[config.mk]
export PLATFORM = sky130hd
export DESIGN_NAME = ps2_kbd_port
export DESIGN_NICKNAME = d
export VERILOG_FILES = /design/src/rtl/ps2_kbd_port.sv
export SDC_FILE = /design/constraint.sdc
export NUM_CORES = 1
export LEC_CHECK = 0
export CAP_MARGIN = 20
export CORE_MARGIN = 8
export CORE_UTILIZATION = 25
export CTS_BUF_LIST = sky130_fd_sc_hd__clkbuf_8
export CTS_CLUSTER_SIZE = 12
export DETAILED_ROUTE_END_ITERATION = 12
export HOLD_SLACK_MARGIN = 0.05
export PLACE_DENSITY = 0.47
export SLEW_MARGIN = 20
export SYNTH_ARGS = -nofsm -noshare
export SYNTH_HDL_FRONTEND = slang
export SYNTH_SLANG_ARGS = --single-unit
[constraint.sdc]
create_clock -name Clk -period 5.4 [get_ports Clk]
set_input_delay 1.62 -clock Clk [delete_from_list [all_inputs] [get_ports Clk]]
set_output_delay 1.62 -clock Clk [all_outputs]
set_load 0.02 [all_outputs]
[src/rtl/ps2_kbd_port.sv]
// ps2_kbd_port: PS/2 keyboard receiver with scan-code FIFO, exposing LC-3 KBSR/KBDR.
module ps2_kbd_port #(
    parameter int FIFO_DEPTH     = 8,
    parameter int TIMEOUT_CYCLES = 50000
) (
    input  logic        Clk,
    input  logic        Reset_n,
    input  logic        PS2_KBCLK,
    input  logic        PS2_KBDAT,
    input  logic        KBDR_Rd,
    output logic [15:0] KBSR,
    output logic [15:0] KBDR,
    output logic        Overrun,
    output logic        Frame_Err
);
    localparam int AW = $clog2(FIFO_DEPTH);
    localparam int TW = $clog2(TIMEOUT_CYCLES + 1);
    localparam logic [TW-1:0] TO_LAST = TW'(TIMEOUT_CYCLES - 1);
    localparam logic [AW:0] FULL = (AW+1)'(FIFO_DEPTH);
    typedef enum logic [1:0] {IDLE, DATA, PARITY, STOP} state_t;
    state_t state, state_n;
    logic [1:0] clk_s, dat_s;
    logic clk_prev, fe, sdat;
    logic [2:0] cnt;
    logic [7:0] sh;
    logic par, push, err, timeout;
    logic [TW-1:0] to_cnt;
    logic [7:0] mem [FIFO_DEPTH];
    logic [AW-1:0] wr_ptr, rd_ptr;
    logic [AW:0] count;
    logic empty, full, pop, wr_en, drop;
    assign sdat = dat_s[1];
    always_ff @(posedge Clk or negedge Reset_n) begin
        if (!Reset_n) begin
            clk_s    <= 2'b11;
            dat_s    <= 2'b11;
            clk_prev <= 1'b1;
            fe       <= 1'b0;
        end else begin
            clk_s    <= {clk_s[0], PS2_KBCLK};
            dat_s    <= {dat_s[0], PS2_KBDAT};
            clk_prev <= clk_s[1];
            fe       <= clk_prev & ~clk_s[1];
        end
    end
    always_comb begin
        state_n = state;
        push    = 1'b0;
        err     = 1'b0;
        timeout = (state != IDLE) && !fe && (to_cnt == TO_LAST);
        if (timeout) begin
            state_n = IDLE;
            err     = 1'b1;
        end else if (fe) begin
            case (state)
                IDLE:    state_n = sdat ? IDLE : DATA;
                DATA:    state_n = (cnt == 3'd7) ? PARITY : DATA;
                PARITY:  state_n = STOP;
                default: begin
                    state_n = IDLE;
                    push    = sdat & (^{sh, par});
                    err     = ~(sdat & (^{sh, par}));
                end
            endcase
        end
    end
    always_ff @(posedge Clk or negedge Reset_n) begin
        if (!Reset_n) begin
            state     <= IDLE;
            cnt       <= '0;
            sh        <= '0;
            par       <= 1'b0;
            to_cnt    <= '0;
            Frame_Err <= 1'b0;
        end else begin
            state     <= state_n;
            Frame_Err <= err;
            to_cnt    <= (state == IDLE || fe || timeout) ? '0 : to_cnt + TW'(1);
            if (fe && state == IDLE) cnt <= '0;
            if (fe && state == DATA) begin
                sh[cnt] <= sdat;
                cnt     <= cnt + 3'd1;
            end
            if (fe && state == PARITY) par <= sdat;
        end
    end
    // A push while full is still accepted when a pop frees the head slot on the same edge.
    assign empty = (count == '0);
    assign full  = (count == FULL);
    assign pop   = KBDR_Rd & ~empty;
    assign wr_en = push & (~full | pop);
    assign drop  = push & full & ~pop;
    always_ff @(posedge Clk or negedge Reset_n) begin
        if (!Reset_n) begin
            wr_ptr  <= '0;
            rd_ptr  <= '0;
            count   <= '0;
            Overrun <= 1'b0;
        end else begin
            if (wr_en) wr_ptr <= wr_ptr + AW'(1);
            if (pop) rd_ptr <= rd_ptr + AW'(1);
            count   <= count + (AW+1)'(wr_en) - (AW+1)'(pop);
            Overrun <= drop | (Overrun & ~KBDR_Rd);
        end
    end
    always_ff @(posedge Clk) begin
        if (wr_en) mem[wr_ptr] <= sh;
    end
    assign KBSR = {~empty, 15'b0};
    assign KBDR = {8'h00, empty ? 8'h00 : mem[rd_ptr]};
endmodule

# [Yosys cells after proc, flatten, opt, wreduce, memory -nomap -nowiden]
# Memory sizes are Yosys's and may differ from the RTL's.
# Cells that the tools add are included.
[word_totals] ff_bits=48 mem_bits_rw=64 input_bits=5 output_inout_bits=34 word_cells=79 mem_count=1
[op_classes] n_addsub=6 n_lt_le_gt_ge=2 n_eq_ne=5 n_mux=20 bitwise_logic=15 n_reduce_logical=16
[mem_list] memory="mem" depth=8 width=8 rd=1 rd_ports_with_merged_regs=0 write_ports=1 line_no="28" rtl="logic [7:0] mem [FIFO_DEPTH];"
[ops] operator="adder 16 x 1 -> 16 bit (second input constant)" n=1
[ops] operator="equality test 16 bit (second input constant)" n=1
[ops] operator="2-to-1 mux 16 bit" n=1
[ops] operator="2-to-1 mux 1 bit" n=10
[ops] operator="adder 3 x 1 -> 3 bit (second input constant)" n=3
[ops] operator="XOR reduction 9 bit" n=1
[ops] operator="bitwise mux 8 bit" n=1
[ops] operator="2-to-1 mux 8 bit" n=1
[ops] operator="AND 1 bit" n=7
[ops] operator="logical AND 1 bit" n=6
[ops] operator="2-to-1 mux 2 bit" n=3
[ops] operator="2-to-1 mux 3 bit" n=2
[ops] operator="inverter 1 bit" n=6
[ops] operator="one-hot mux 2 bit (3 select lines)" n=1
[ops] operator="nonzero test 2 bit" n=3
[ops] operator="adder 4 x 1 -> 4 bit" n=1
[ops] operator="equality test 4 bit (second input constant)" n=1
[ops] operator="logical NOT 4 bit" n=1
[ops] operator="less-than comparator 3 x 4 -> 1 bit (second input constant)" n=1
[ops] operator="subtractor 4 x 1 -> 4 bit" n=1
[ops] operator="demux 1 bit (select 3 bit)" n=1
[ops] operator="equality test 3 bit (second input constant)" n=1
[ops] operator="greater-or-equal comparator 3 x 1 -> 1 bit (second input constant)" n=1
[ops] operator="OR reduction 3 bit" n=1
[ops] operator="other kinds (6)" n=8

# [Depth between registers and ports, before layout]
[depth] ltp_word=8 mapped_depth=12 depth_no_buf=11

# [Least setup slack after synthesis]
# OpenSTA, ideal clock, no wires.
[synth_timing] path_type="input -> register" startpoint="input KBDR_Rd" endpoint="memory mem[0][0], enable pin" setup_time_ns=0.395 arrival_ns=3.051 t_required_ns=5.005 slack_ns=1.954 stages=4 n_path_buf=0 cell_sequence="nand2b_1 a311oi_2 mux2i_4 nor4_1"
[synth_via] elab_chain_cells=5
[synth_lines] element="from (decl)" line_no="10" rtl="input logic KBDR_Rd,"
[synth_lines] element="AND 1 bit" line_no="90" rtl="assign pop = KBDR_Rd & ~empty;"
[synth_lines] element="OR 1 bit" line_no="91" rtl="assign wr_en = push & (~full | pop);"
[synth_lines] element="AND 1 bit" line_no="91"
[synth_lines] element="2-to-1 mux 1 bit" line_no="107" rtl="if (wr_en) mem[wr_ptr] <= sh;"
[synth_lines] element="2-to-1 mux 1 bit (implied by the code)" line_no="107"
[synth_lines] element="to (decl)" line_no="28"
# Every way passes these cells.

# [Worst setup path after layout]
[layout_timing] startpoint="register rd_ptr[0]" endpoint="output KBDR[3]"
[layout_via] elab_chain_cells=2
[layout_lines] element="from (decl)" line_no="29" rtl="logic [AW-1:0] wr_ptr, rd_ptr;"
[layout_lines] element="from (signal assigned)" line_no="101" rtl="if (pop) rd_ptr <= rd_ptr + AW'(1);"
[layout_lines] element="memory read (8 x 8 bit)"
[layout_lines] element="2-to-1 mux 8 bit" line_no="110" rtl="assign KBDR = {8'h00, empty ? 8'h00 : mem[rd_ptr]};"
[layout_lines] element="to (decl)" line_no="12" rtl="output logic [15:0] KBDR,"
# Every way passes these cells.

==> metrics.md <==
| Metric | Value |
|---|---|
| Die span in x | `157.9 microns` |
| Main synth FF type | `edfxtp_1` |
| Commonest cells after routing, fill and taps aside | `edfxtp_1 (64), dfrtp_1 (43), nor2_1 (31)` |
| Setup tns final | `0 ps` |
| Flops & latches, synth | `112` |
| Row cnt | `52` |
| Residual DRC count | `0` |
| Clock buffer depth | `2` |
| Clock skew | `10.80 ps` |
| Multi-input logic area | `1715 sq um` |
| DP HPWL | `6232 microns` |
| Drt pass-1 iters | `4` |
| Vias in the first global route | `2745` |
| Syn Inst Count | `352` |
| DR WL/cell | `14.24 microns` |
| RSZ-0062 raised after global routing | `false` |
| Root buffer cell | `clkbuf_8` |
| Post-synthesis instance area | `5031 sq um` |
| Critical path arrival | `2640 ps` |
| LEAKAGE | `2.178 nW` |
| Commonest non-fill, non-tap cell in the layout | `edfxtp_1` |
| Proportion of layout cells with a drive suffix above 1 | `0.1645` |
| Post-CTS Setup Repair Bufs | `0` |
| DRT Wirelength | `9216 microns` |
| Crit Path Max Fanout | `14` |
| Worst IR Drop VDD | `0.1643 mV` |
| Crit path time final | `4263 ps` |
| Cts repair resizes | `0` |
| Num CTS Buffers | `9` |
| Antenna cells | `0` |
| Status | `complete, no violations` |
| Final #Nets | `388` |
| # hold bufs at CTS | `0` |
| Core Box Area | `19970 sq um` |
| Tot Pwr | `2.205 mW` |
| Largest net degree at the start of global routing | `49` |
| Mean Syn Cell Area | `14.29 sq um` |
| Fin. Hold Viols | `0` |
| Io pins | `39` |
| Placer Congestion | `0.7392` |
| Power per cell area | `392.7 nW/um^2` |
| Clock Latency Late Sink | `380 ps` |
| WP data required | `3780 ps` |
| WS Path Type | `reg -> out` |
| H-tree depth | `3` |
| Fin. max-slew vios | `0` |
| Number of flops mapped to enable cells by yosys | `64` |
| Via count | `2670` |
| Iter 0 DRT Violations | `116` |
| Fill cells | `2075` |
| Final setup fails | `0` |
| Worst min-delay path class | `reg -> reg` |
| Fmax | `0.2346 GHz` |
| # Max-Cap Violations | `0` |
| Ys async rst share | `0.4286` |
| Final hold slack | `361.3 ps` |
| Die Height | `157.9 microns` |
| Final period util | `0.7895` |
| Post-synthesis sequential area ratio | `0.6220` |
| Initial antenna violation count | `0` |
| Slew @ Worst Pin | `841.9 ps` |
| Cell variety after synth | `46` |
| Die ar. | `24920 sq um` |
| Clock Pin Slew Worst Setup and Hold Paths | `110 ps` |
| First-pass GRT wire length | `14700 microns` |
| Worst Setup Start Kind | `flop` |
| Slew margin rel. | `0.4387` |
| Register area | `3129 sq um` |
| CP Capture Type | `primary output` |
| Warnings from Yosys | `0` |
| Initial Util | `0.2519` |
| IO buf count | `15` |
| Sink Count | `112` |
| CTS tree | `built` |
| Area Overhead vs Synth | `11.59%` |
| Vias per Instance | `4.127` |
| Antenna-violating nets left | `0` |
| Total gr overflow | `0` |
| GRT Total Usage | `0.07854` |
[cell families (layout without fill, tap and decap cells)]
group / count (synthesis) / in the layout / synth area share
buf+inv: 48 / 51 / 0.05347
fa+ha+maj: 11 / 11 / 0.02885
other cells: 1 / 23 / 0.0007454
simple gates: 102 / 102 / 0.1020
mux: 35 / 35 / 0.1144
xor+xnor: 26 / 26 / 0.05372
flops: 112 / 112 / 0.6220
compound gates: 17 / 17 / 0.02487
[synth_stat cells (3+ instances only)]
cell type	n	share of area
edfxtp_1	64	0.38
dfrtp_1	43	0.21
nor2_1	31	0.023
buf_4	23	0.034
nand2_1	22	0.016
mux4_2	16	0.072
xnor2_1	13	0.023
inv_1	11	0.0082
clkbuf_1	10	0.0075
ha_1	10	0.025
mux2_2	10	0.022
xor2_1	10	0.017
mux2i_1	8	0.016
nand3_1	8	0.0080
nor3_1	7	0.0070
nand2b_1	6	0.0075
o21ai_0	6	0.0060
and3_1	5	0.0062
dfstp_2	5	0.026
nand3b_1	4	0.0060
and2_1	3	0.0037
and4_1	3	0.0052
nand4_1	3	0.0037
[per-stage QoR]
| stage | utilization | instances | area [sq um] | worst slack [ps] |
|---|---|---|---|---|
| CTS | 0.2811 | 647 | 5614 | 1052 |
| global route | 0.2811 | 647 | 5614 | 917.3 |
| finish | 0.2811 | 647 | 5614 | 1137 |
| detailed placement | 0.2722 | 631 | 5436 | 1347 |
| global placement | 0.2722 | 631 | 5436 | 1411 |
| floorplan | - | 374 | 5114 | 1954 |
[layer usage]
layer	global-route usage	up-vias	part of all wire
met5	0	-	0
met4	0.02448	0	0.014
met3	0.02566	10	0.043
met2	0.1264	45	0.46
met1	0.09818	1353	0.48
li1	-	1262	-
[report_power, final]
group / switching (mW) / internal [mW] / leakage, nW / total (mW)
Sequential: 0.139 / 0.994 / 1.27 / 1.13
Clock: 0.287 / 0.172 / 0.0929 / 0.459
Combinational: 0.293 / 0.320 / 0.819 / 0.613
[cell type report]
cell class	count	area share
clock inverter	7	0.009583
sequential	112	0.5574
inverter	11	0.007355
multi-input combinational	214	0.3056
timing repair buffer	24	0.03789
clock buffer	9	0.02206
tap	270	0.06017
[path summary, 6_finish.rpt]
check	slack, ps	from	cells past startpoint	endpoint
hold / removal	360	dat_s[0]	0	dat_s[1]
setup reg to reg	2570	sh[0]	5	mem[4][2]
hold reg to reg	360	dat_s[0]	0	dat_s[1]
min in group asynchronous	1340	Reset_n	2	to_cnt[11]
max in group asynchronous	3640	Reset_n	2	wr_ptr[2]
setup / recovery	1140	rd_ptr[0]	5	KBDR[3]
[worst max-delay path, cell delays in order (launching register included)]
cell,delay (ps)
dfrtp_1,510
buf_4,360
mux4_2,550
mux2i_1,210
nor2_1,70
clkdlybuf4s50_1,560
[sequential cells by signal, indices dropped and copies added (netlist names)]
register,cells
mem,64
to_cnt,16
sh,8
count,4
cnt,3
rd_ptr,3
wr_ptr,3
clk_s,2
dat_s,2
state,2
Frame_Err,1
Overrun,1
clk_prev,1
fe,1
par,1
No activity file was read; power rests on OpenSTA's default activity.
